[config.mk]
export PLATFORM = sky130hd
export DESIGN_NAME = mlp_layer_sequencer
export DESIGN_NICKNAME = d
export VERILOG_FILES = /design/src/rtl/mlp_seq_pkg.sv /design/src/rtl/mlp_seq_watchdog.sv /design/src/rtl/mlp_layer_sequencer.sv
export SDC_FILE = /design/constraint.sdc
export NUM_CORES = 1
export LEC_CHECK = 0
export BUFFER_PORTS_ARGS = -buffer_cell sky130_fd_sc_hd__clkbuf_2
export CORE_ASPECT_RATIO = 0.8
export CORE_MARGIN = 4
export CORE_UTILIZATION = 44
export DETAILED_ROUTE_END_ITERATION = 7
export PLACE_DENSITY = 0.82
export RECOVER_POWER = 100
export SLEW_MARGIN = 20
export SYNTH_ARGS = -nofsm -noshare
export SYNTH_HDL_FRONTEND = slang
export SYNTH_SLANG_ARGS = --single-unit
[constraint.sdc]
create_clock -name clk -period 2.9 [get_ports clk]
set_input_delay 0.435 -clock clk [delete_from_list [all_inputs] [get_ports clk]]
set_output_delay 0.435 -clock clk [all_outputs]
set_load 0.005 [all_outputs]
[src/rtl/mlp_seq_pkg.sv]
// Shared types and constants for the MLP layer sequencer: FSM state encoding,
// buffer select encodings and the default network shape.
package mlp_seq_pkg;

   typedef enum logic [2:0] {
      ST_IDLE,
      ST_WAIT_DATA,
      ST_MM,
      ST_ACT,
      ST_ARGMAX,
      ST_DONE
   } seq_state_e;

   localparam logic [1:0] SRC_INPUT = 2'd0;
   localparam logic [1:0] SRC_BUF_A = 2'd1;
   localparam logic [1:0] SRC_BUF_B = 2'd2;

   localparam logic DST_BUF_A = 1'b0;
   localparam logic DST_BUF_B = 1'b1;

   // Field 0 (lowest bits) is the input length, field i the output length of layer i.
   localparam logic [49:0] DEF_LAYER_DIMS = {10'd10, 10'd32, 10'd64, 10'd64, 10'd784};
   localparam logic [3:0]  DEF_RELU_MASK  = 4'b0111;

   // Layer 0 reads the input vector; later layers read what the previous layer wrote.
   function automatic logic [1:0] src_sel_for(input logic [2:0] layer);
      if (layer == 3'd0) return SRC_INPUT;
      return layer[0] ? SRC_BUF_A : SRC_BUF_B;
   endfunction

   function automatic logic dst_sel_for(input logic [2:0] layer);
      return layer[0] ? DST_BUF_B : DST_BUF_A;
   endfunction

endpackage

[src/rtl/mlp_seq_watchdog.sv]
// Per-operation stall timer: down-counter reloaded on every engine start,
// flags expiry when it reaches terminal count while an operation is pending.
module mlp_seq_watchdog #(
   parameter int TIMEOUT_CYCLES = 1048576
) (
   input  logic clk,
   input  logic resetn,
   input  logic clear,
   input  logic active,
   output logic expire
);

   localparam int               CNT_W  = $clog2(TIMEOUT_CYCLES + 1);
   localparam logic [CNT_W-1:0] RELOAD = CNT_W'(TIMEOUT_CYCLES - 1);

   logic [CNT_W-1:0] cnt_q;

   always_ff @(posedge clk or negedge resetn) begin
      if (!resetn)                         cnt_q <= '0;
      else if (clear)                      cnt_q <= RELOAD;
      else if (active && (cnt_q != '0))    cnt_q <= cnt_q - CNT_W'(1);
   end

   assign expire = active && !clear && (cnt_q == '0);

endmodule

[src/rtl/mlp_layer_sequencer.sv]
// Data-driven N-layer FC sequencer driving shared matmul, ReLU and argmax engines.
// Optional stall watchdog enabled by defining MLP_SEQ_WATCHDOG_EN.
//
// state      | meaning
// -----------+-----------------------------------------------------------
// IDLE       | waiting for start
// WAIT_DATA  | run accepted, waiting for the input vector (in_ready)
// MM         | matmul of layer layer_idx in flight
// ACT        | in-place ReLU on the buffer layer_idx just wrote
// ARGMAX     | classification over the final logits
// DONE       | one-cycle completion pulse, result valid
module mlp_layer_sequencer
   import mlp_seq_pkg::*;
#(
   parameter int                               NUM_LAYERS     = 4,
   parameter int                               DIM_W          = 10,
   parameter logic [(NUM_LAYERS+1)*DIM_W-1:0]  LAYER_DIMS     = DEF_LAYER_DIMS,
   parameter logic [NUM_LAYERS-1:0]            RELU_MASK      = DEF_RELU_MASK,
   parameter int                               IDX_W          = 4,
   parameter int                               TIMEOUT_CYCLES = 1048576
) (
   input  logic             clk,
   input  logic             resetn,
   input  logic             start,
   input  logic             abort,
   input  logic             in_ready,
   output logic             mm_start,
   output logic [DIM_W-1:0] mm_k,
   output logic [DIM_W-1:0] mm_n,
   output logic [1:0]       mm_src_sel,
   output logic             mm_dst_sel,
   input  logic             mm_done,
   output logic             act_start,
   output logic [DIM_W-1:0] act_d,
   output logic             act_buf_sel,
   input  logic             act_done,
   output logic             am_start,
   output logic [DIM_W-1:0] am_size,
   output logic             am_buf_sel,
   input  logic             am_done,
   input  logic [IDX_W-1:0] am_index,
   output logic             busy,
   output logic             done,
   output logic [IDX_W-1:0] result,
   output logic [2:0]       layer_idx,
   output logic             error
);

   localparam logic [2:0] LAST_LAYER = 3'(NUM_LAYERS - 1);

   function automatic logic [DIM_W-1:0] dim_field(input int idx);
      logic [(NUM_LAYERS+1)*DIM_W-1:0] shifted;
      shifted = LAYER_DIMS >> (idx * DIM_W);
      return shifted[DIM_W-1:0];
   endfunction

   function automatic logic relu_en(input int idx);
      logic [NUM_LAYERS-1:0] shifted;
      shifted = RELU_MASK >> idx;
      return shifted[0];
   endfunction

   seq_state_e       state_q, state_nxt;
   logic             mm_start_nxt, act_start_nxt, am_start_nxt;
   logic [DIM_W-1:0] mm_k_nxt, mm_n_nxt, act_d_nxt, am_size_nxt;
   logic [1:0]       mm_src_sel_nxt;
   logic             mm_dst_sel_nxt, act_buf_sel_nxt, am_buf_sel_nxt;
   logic             busy_nxt, done_nxt;
   logic [IDX_W-1:0] result_nxt;
   logic [2:0]       layer_nxt;
   logic             issue_mm, advance;
   logic             wd_expire;

`ifdef MLP_SEQ_WATCHDOG_EN
   logic error_nxt;
   logic wd_active;

   assign wd_active = (state_q == ST_MM) || (state_q == ST_ACT) || (state_q == ST_ARGMAX);

   mlp_seq_watchdog #(
      .TIMEOUT_CYCLES (TIMEOUT_CYCLES)
   ) u_watchdog (
      .clk    (clk),
      .resetn (resetn),
      .clear  (mm_start | act_start | am_start),
      .active (wd_active),
      .expire (wd_expire)
   );
`else
   assign wd_expire = 1'b0;
   assign error     = 1'b0;
`endif

   always_comb begin
      state_nxt       = state_q;
      layer_nxt       = layer_idx;
      mm_start_nxt    = 1'b0;
      act_start_nxt   = 1'b0;
      am_start_nxt    = 1'b0;
      mm_k_nxt        = mm_k;
      mm_n_nxt        = mm_n;
      mm_src_sel_nxt  = mm_src_sel;
      mm_dst_sel_nxt  = mm_dst_sel;
      act_d_nxt       = act_d;
      act_buf_sel_nxt = act_buf_sel;
      am_size_nxt     = am_size;
      am_buf_sel_nxt  = am_buf_sel;
      result_nxt      = result;
      issue_mm        = 1'b0;
      advance         = 1'b0;
`ifdef MLP_SEQ_WATCHDOG_EN
      error_nxt       = error;
`endif

      // A done pulse coinciding with its own start pulse belongs to a previous operation.
      unique case (state_q)
         ST_IDLE: begin
            if (start) begin
               state_nxt = ST_WAIT_DATA;
               layer_nxt = 3'd0;
`ifdef MLP_SEQ_WATCHDOG_EN
               error_nxt = 1'b0;
`endif
            end
         end
         ST_WAIT_DATA: begin
            if (in_ready) issue_mm = 1'b1;
         end
         ST_MM: begin
            if (mm_done && !mm_start) begin
               if (relu_en(int'(layer_idx))) begin
                  state_nxt       = ST_ACT;
                  act_start_nxt   = 1'b1;
                  act_buf_sel_nxt = layer_idx[0];
                  act_d_nxt       = dim_field(int'(layer_idx) + 1);
               end else begin
                  advance = 1'b1;
               end
            end
         end
         ST_ACT: begin
            if (act_done && !act_start) advance = 1'b1;
         end
         ST_ARGMAX: begin
            if (am_done && !am_start) begin
               state_nxt  = ST_DONE;
               result_nxt = am_index;
            end
         end
         ST_DONE:  state_nxt = ST_IDLE;
         default:  state_nxt = ST_IDLE;
      endcase

      if (advance) begin
         if (layer_idx < LAST_LAYER) begin
            layer_nxt = layer_idx + 3'd1;
            issue_mm  = 1'b1;
         end else begin
            state_nxt      = ST_ARGMAX;
            am_start_nxt   = 1'b1;
            am_buf_sel_nxt = LAST_LAYER[0];
            am_size_nxt    = dim_field(NUM_LAYERS);
         end
      end

      if (issue_mm) begin
         state_nxt      = ST_MM;
         mm_start_nxt   = 1'b1;
         mm_k_nxt       = dim_field(int'(layer_nxt));
         mm_n_nxt       = dim_field(int'(layer_nxt) + 1);
         mm_src_sel_nxt = src_sel_for(layer_nxt);
         mm_dst_sel_nxt = dst_sel_for(layer_nxt);
      end

      if (abort) begin
         state_nxt     = ST_IDLE;
         layer_nxt     = layer_idx;
         mm_start_nxt  = 1'b0;
         act_start_nxt = 1'b0;
         am_start_nxt  = 1'b0;
         result_nxt    = result;
`ifdef MLP_SEQ_WATCHDOG_EN
         error_nxt     = error;
`endif
      end

      if (wd_expire) begin
         state_nxt     = ST_IDLE;
         mm_start_nxt  = 1'b0;
         act_start_nxt = 1'b0;
         am_start_nxt  = 1'b0;
`ifdef MLP_SEQ_WATCHDOG_EN
         error_nxt     = 1'b1;
`endif
      end

      busy_nxt = (state_nxt != ST_IDLE);
      done_nxt = (state_nxt == ST_DONE);
   end

   always_ff @(posedge clk or negedge resetn) begin
      if (!resetn) begin
         state_q     <= ST_IDLE;
         layer_idx   <= '0;
         mm_start    <= 1'b0;
         act_start   <= 1'b0;
         am_start    <= 1'b0;
         mm_k        <= '0;
         mm_n        <= '0;
         mm_src_sel  <= '0;
         mm_dst_sel  <= 1'b0;
         act_d       <= '0;
         act_buf_sel <= 1'b0;
         am_size     <= '0;
         am_buf_sel  <= 1'b0;
         result      <= '0;
         busy        <= 1'b0;
         done        <= 1'b0;
      end else begin
         state_q     <= state_nxt;
         layer_idx   <= layer_nxt;
         mm_start    <= mm_start_nxt;
         act_start   <= act_start_nxt;
         am_start    <= am_start_nxt;
         mm_k        <= mm_k_nxt;
         mm_n        <= mm_n_nxt;
         mm_src_sel  <= mm_src_sel_nxt;
         mm_dst_sel  <= mm_dst_sel_nxt;
         act_d       <= act_d_nxt;
         act_buf_sel <= act_buf_sel_nxt;
         am_size     <= am_size_nxt;
         am_buf_sel  <= am_buf_sel_nxt;
         result      <= result_nxt;
         busy        <= busy_nxt;
         done        <= done_nxt;
      end
   end

`ifdef MLP_SEQ_WATCHDOG_EN
   always_ff @(posedge clk or negedge resetn) begin
      if (!resetn) error <= 1'b0;
      else         error <= error_nxt;
   end
`endif

endmodule

* Word-level counts from Yosys, hierarchy flattened
Cells that the tools add are included.
** Cells by class
- $add $sub $neg :: 3
- Multipliers :: 3
- $lt $le $gt $ge :: 1
- Equal/unequal tests :: 5
- Shift-type cells :: 4
- Muxes and demuxes :: 36
- Bitwise logic cells :: 2
- Reduce and logical (&&, ||, !) cells :: 13
** Operator list (number)
- $shr 44x8->10 const A :: 2
- $shr 44x7->10 const A :: 1
- $mux 3 :: 12
- $mux 1 :: 19
- $mul 4x3->7 const B :: 2
- $pmux 3 s4 :: 1
- $add 3x1->4 const B :: 2
- $eq 3x2->1 const B :: 2
- $eq 3x3->1 const B :: 2
- $logic_not 3->1 :: 2
- $mul 3x3->6 const B :: 1
- $mux 2 :: 3
- $reduce_and 3->1 :: 2
- $add 3x1->3 const B :: 1
- $eq 3x1->1 const B :: 1
- $logic_and 1x1->1 :: 3
- $logic_not 1->1 :: 3
- $lt 3x2->1 const B :: 1
- $reduce_bool 3->1 :: 1
- $shr 3x3->1 const A :: 1
- $not 1->1 :: 2
- $pmux 1 s2 :: 1
- $reduce_and 2->1 :: 1
- $reduce_or 2->1 :: 1
** Word-level totals
- Flip-flop bits (word level) :: 51
- Output and inout bits :: 58
- Word-level logic and storage cells :: 83

* Longest topological paths before layout
- Depth in word-level cells :: 9
- Gate-level depth with buffers :: 11
- Depth with buffers taken out :: 11

* Worst setup path before layout
No wires, ideal clock.
- Kind :: reg-to-reg
- Start :: register layer_idx[1]
- End :: register mm_src_sel[1]
- Setup time :: 136 ps
- Data arrival time :: 2463 ps
- Required time :: 2764 ps
- Path slack :: 301 ps
- Cell stages (with the launch flop) :: 12
- Path buffers :: 0
- Cell sequence :: dfrtp_1 > ha_1 > inv_1 > ha_1 > or4b_4 > a211o_1 > mux2i_4 > inv_1 > ha_1 > inv_1 > a211oi_1 > o31ai_1
** Between the ends
- Longest elaborated chain between the ends :: 9
- Elaborated cells on any way between the ends :: 17
- Classes of those cells :: add/sub (1); order compare (1); shift (1); mux (13); reduce/logical (1)
** Ends and longest elaborated chain
- start: declaration :: line mlp_layer_sequencer.sv:45 : output logic [2:0] layer_idx,
- start signal: assignment :: line mlp_layer_sequencer.sv:221 : layer_idx <= layer_nxt;
- $shr 3x3->1 :: line mlp_layer_sequencer.sv:59 : shifted = RELU_MASK >> idx;
- $mux 1 :: line mlp_layer_sequencer.sv:131 : if (relu_en(int'(layer_idx))) begin
- $mux 1 :: line mlp_layer_sequencer.sv:130 : if (mm_done && !mm_start) begin
- $pmux 1 s2 :: line mlp_layer_sequencer.sv:116 : unique case (state_q)
- $mux 3 :: line mlp_layer_sequencer.sv:154 : if (advance) begin
- $logic_not 3->1 :: line mlp_seq_pkg.sv:27 : if (layer == 3'd0) return SRC_INPUT;
- $mux 1 :: line mlp_seq_pkg.sv:27
- $mux 1 :: line mlp_layer_sequencer.sv:166 : if (issue_mm) begin
- $mux 2 :: line mlp_seq_pkg.sv:28 : return layer[0] ? SRC_BUF_A : SRC_BUF_B;
- end signal: assignment :: line mlp_layer_sequencer.sv:227 : mm_src_sel <= mm_src_sel_nxt;
- end: declaration :: line mlp_layer_sequencer.sv:30 : output logic [1:0] mm_src_sel,
Several ways; a longest one is shown, not always the timed one. The select of a mux whose other input is x is not followed.
A chain may end at the register's enable or synchronous reset.

* Final worst setup path
- Start :: register layer_idx[0]
- End :: register mm_dst_sel
** Between the ends
- Longest elaborated chain between the ends :: 6
- Elaborated cells on any way between the ends :: 13
- Classes of those cells :: add/sub (1); order compare (1); shift (1); mux (10)
** Ends and longest elaborated chain
- $shr 3x3->1 :: line mlp_layer_sequencer.sv:59
- $mux 1 :: line mlp_layer_sequencer.sv:131
- $mux 1 :: line mlp_layer_sequencer.sv:130
- $pmux 1 s2 :: line mlp_layer_sequencer.sv:116
- $mux 3 :: line mlp_layer_sequencer.sv:154
- $mux 1 :: line mlp_seq_pkg.sv:32 : return layer[0] ? DST_BUF_B : DST_BUF_A;
- end signal: assignment :: line mlp_layer_sequencer.sv:228 : mm_dst_sel <= mm_dst_sel_nxt;
- end: declaration :: line mlp_layer_sequencer.sv:31 : output logic mm_dst_sel,
Several ways; a longest one is shown, not always the timed one.

==> summary.md <==
| Metric | Value |
|---|---|
| Tcrit/Tclk final | 93.8% |
| 1st-pass router iterations | 4 |
| Clock buffer depth | 2 |
| First-pass GRT wire length | 4.95 mm |
| DRC violations left | 0 |
| Clock sinks | 28 |
| Final count of pins violating max slew | 0 |
| Vias in the first global route | around 1000 |
| Peak VDD IR | 0.000313 V |
| Initial core utilization | 47.4% |
| Gpl congestion | 0.876 |
| Post-detail-place hpwl | 2.50 mm |
| Clk pwr share | 23.8% |
| FMAX | 368 MHz |
| Nets | 215 |
| WL final | roughly 3.1 mm |
| Port Buffers | 45 |
| Status | completed |
| DIE WIDTH | 77.0 µm |
| Setup CP Type | reg -> reg |
| Total Routing Usage GR | between 10% and 20% |
| Min-Delay Path Class | in -> reg |
| CTS buffer count | 3 |
| Yosys cell types | 45 |
| Top cells by area, synth | dfrtp_1 42%, buf_4 15%, ha_1 5.2%, mux2_2 4.0%, nand2_1 2.2% |
| Initial antenna violation count | 0 |
| Critical path, cell by cell | ha_1, inv_1, ha_1, or4b_4, a211oi_1, nor2_1, mux2_1 |
| Main synth FF type | dfrtp_1 |
| Internal power | 0.597 mW |
| Ant. Diodes | 0 |
| DIE HEIGHT | around 63 µm |
| Mapped Area | 1680 µm² |
| #FFs+latches synth | 28 |
| Fraction of layout instances using a drive strength above 1 | 24.7% |
| PD cells | between 400 and 500 nW/µm² |
| Register area share after synthesis | 41.8% |
| Crit start category | flop |
| Final Hold Viols | 0 |
| Async set-reset flop share out of synthesis | 100% |
| Final non-filler cell total | 236 |
| Clock root cell | clkbuf_8 |
| Post-Syn Instances | 157 |
| Clock Skew | approximately 0.0023 ns |
| Max Cap Viol | 0 |
| Syn avg cell area | 10.7 µm² |
| Row cnt | 19 |
| Post-synth top area share | a little over two fifths |
| R2r setup slk | about 0.18 ns |
| CORE AREA | 3540 µm² |
| Antenna Nets Post-Route | 0 |
| Crit path top cell by count | ha_1 |
| Overflow after GRT | 0 |
| Crit. End Element | flop |
| Final setup viols | 0 |
| Yosys warning count | 0 |
| Die area | 4870 µm² |
| Vias per inst | slightly below 5 |
| Unrepaired setup endpoints after global routing | no |
| Dominant cell type by area after synthesis | dfrtp_1 |
| Fin util | 51.1% |
| Via count | 1163 |
| Clock slew at reported path FFs | 0.08 ns |
| Sum of negative setup slack | 0 ns |
| Worst-skew pair later-pin latency | around 0.26 ns |
| Largest net degree at the start of global routing | 29 |
| Post-synth EDFFs | 0 |
| I/O pin count | 70 |
| Gate power share | 20.1% |
| Initial drt markers | 50 |
| Worst path arrival time | 2.87 ns |
| Sw Share | ~28% |
| Slew at the pin closest to its max-slew limit | 1.39 ns |
| Max FO, Critical Path | 9 |
| Drt wl/cell | around 13 µm |
| CP required | a little over 3 ns |
| Depth of the CTS H-tree | 1 |
| Post-Place Cells | about 230 |
| P_sw | approximately 0.23 mW |
| Slowest CP cell | or4b_4 |
| Max-slew headroom | 7.33% |
| Sequential share of power | a little under three fifths |
| Leakage power | 0.902 nW |
| P&R area growth vs syn | 7.98% |
| CTS tree | done |
| Final min period | about 2.7 ns |
| CP max stage delay | 0.53 ns |
==> layout by cell type, fill, tap and decap left out, types with 2 or more instances in the layout <==
master / count
ha_1: 7
clkbuf_8: 3
a21o_1: 2
and3b_1: 2
conb_1: 24
nand3_1: 2
mux2_1: 2
o2bb2ai_1: 2
inv_1: 6
nand2_1: 10
nor2b_1: 2
a211oi_1: 3
o31ai_1: 3
nor2_1: 9
mux2_2: 6
a22o_1: 3
dfrtp_1: 27
o21ai_0: 6
clkbuf_2: 31
nand3b_1: 2
a21oi_1: 2
clkbuf_1: 16
nand2b_1: 3
==> state kept, by name, indices dropped and copies added (netlist names), 2 cells and up <==
register   count
mm_k           4
result         4
act_d          3
layer_idx      3
state_q        3
mm_n           2
==> worst max-delay path: cells and delay by family (launching register included) <==
| family | cells | cell delay, ns |
|---|---|---|
| multiplexers | 1 | 0.38 |
| AND/OR/NAND/NOR | 2 | 0.83 |
| flip-flops | 1 | 0.43 |
| buffers and inverters | 1 | 0.05 |
| adder cells (fa/ha/maj) | 2 | 0.40 |
| AO/OA/AOI/OAI | 1 | 0.52 |
==> cells in the mapped netlist (2+ instances only) <==
| library cell | count |
|---|---|
| a21o_1 | 2 |
| inv_1 | 6 |
| buf_2 | 2 |
| mux2_1 | 2 |
| o21ai_0 | 6 |
| a211oi_1 | 2 |
| dfrtp_1 | 28 |
| a21oi_1 | 2 |
| a22o_1 | 3 |
| and3b_1 | 2 |
| o2bb2ai_1 | 2 |
| nand3_1 | 2 |
| nand3b_1 | 2 |
| nor2b_1 | 2 |
| buf_4 | 33 |
| mux2_2 | 6 |
| nand2_1 | 10 |
| nand2b_1 | 3 |
| o31ai_1 | 3 |
| nor2_1 | 8 |
| ha_1 | 7 |
==> metal layers <==
| layer | part of all wire [%] | global-route usage, % |
|---|---|---|
| met2 | 44 | 18.6 |
| met4 | 0 | 2.00 |
| met3 | 6.5 | 3.85 |
| met1 | 49 | 18.0 |
| met5 | 0 | 0 |
==> worst paths after layout <==
kind,end,startpoint,cells after the start
max,mm_dst_sel$_DFFE_PN0P_,layer_idx[0]$_DFFE_PN0N_,7
min,result[1]$_DFFE_PN0P_,am_index[1],2
max reg2reg,mm_dst_sel$_DFFE_PN0P_,layer_idx[0]$_DFFE_PN0N_,7
min reg2reg,act_d[6]$_DFFE_PN0P_,act_d[6]$_DFFE_PN0P_,2
max in group asynchronous,layer_idx[0]$_DFFE_PN0N_,resetn,1
min in group asynchronous,am_start$_DFF_PN0_,resetn,1
==> repair_timing <==
item / in CTS / in global routing
resized for setup: 0 / 2
endpoints found under the setup margin: 0 / 1
buffers inserted: 0 / 0
hold buffers: 0 / 0
==> through the flow <==
stage               setup WS [ns]  hold WS, ns  area (µm²)  power [mW]
floorplan                   0.301        0.139        1760       0.601
global placement            0.305        0.467        1800       0.643
detailed placement          0.119        0.475        1800       0.645
CTS                         0.125        0.206        1840       0.852
global route               0.0143        0.391        1810       0.890
finish                      0.179        0.400        1810       0.827
==> power groups by stage <==
stage          Combinational (mW)  Sequential, mW  Clock [mW]
6_report                    0.166           0.464       0.197
5_1_grt                     0.192           0.472       0.226
4_1_cts                     0.175           0.464       0.213
3_5_place_dp                0.174           0.472           0
3_3_place_gp                0.173           0.470           0
2_1_floorplan               0.136           0.465           0
==> cells by family after synthesis <==
| logic type | Yosys count | synth area share (%) |
|---|---|---|
| AO/OA/AOI/OAI | 32 | 16.0 |
| adder cells (fa/ha/maj) | 7 | 5.22 |
| buffers and inverters | 42 | 16.9 |
| flip-flops | 28 | 41.8 |
| multiplexers | 9 | 6.71 |
| other | 1 | 0.223 |
| AND/OR/NAND/NOR | 38 | 13.1 |
==> area by class of cell <==
class / instances / area [µm²]
fill: 351 / 1730
multi-input combinational: 110 / 778
sequential: 28 / 702
timing repair buffer: 47 / 215
tap: 42 / 52.6
clock buffer: 3 / 41.3
inverter: 6 / 22.5
Power figures use the tool's default switching activity.
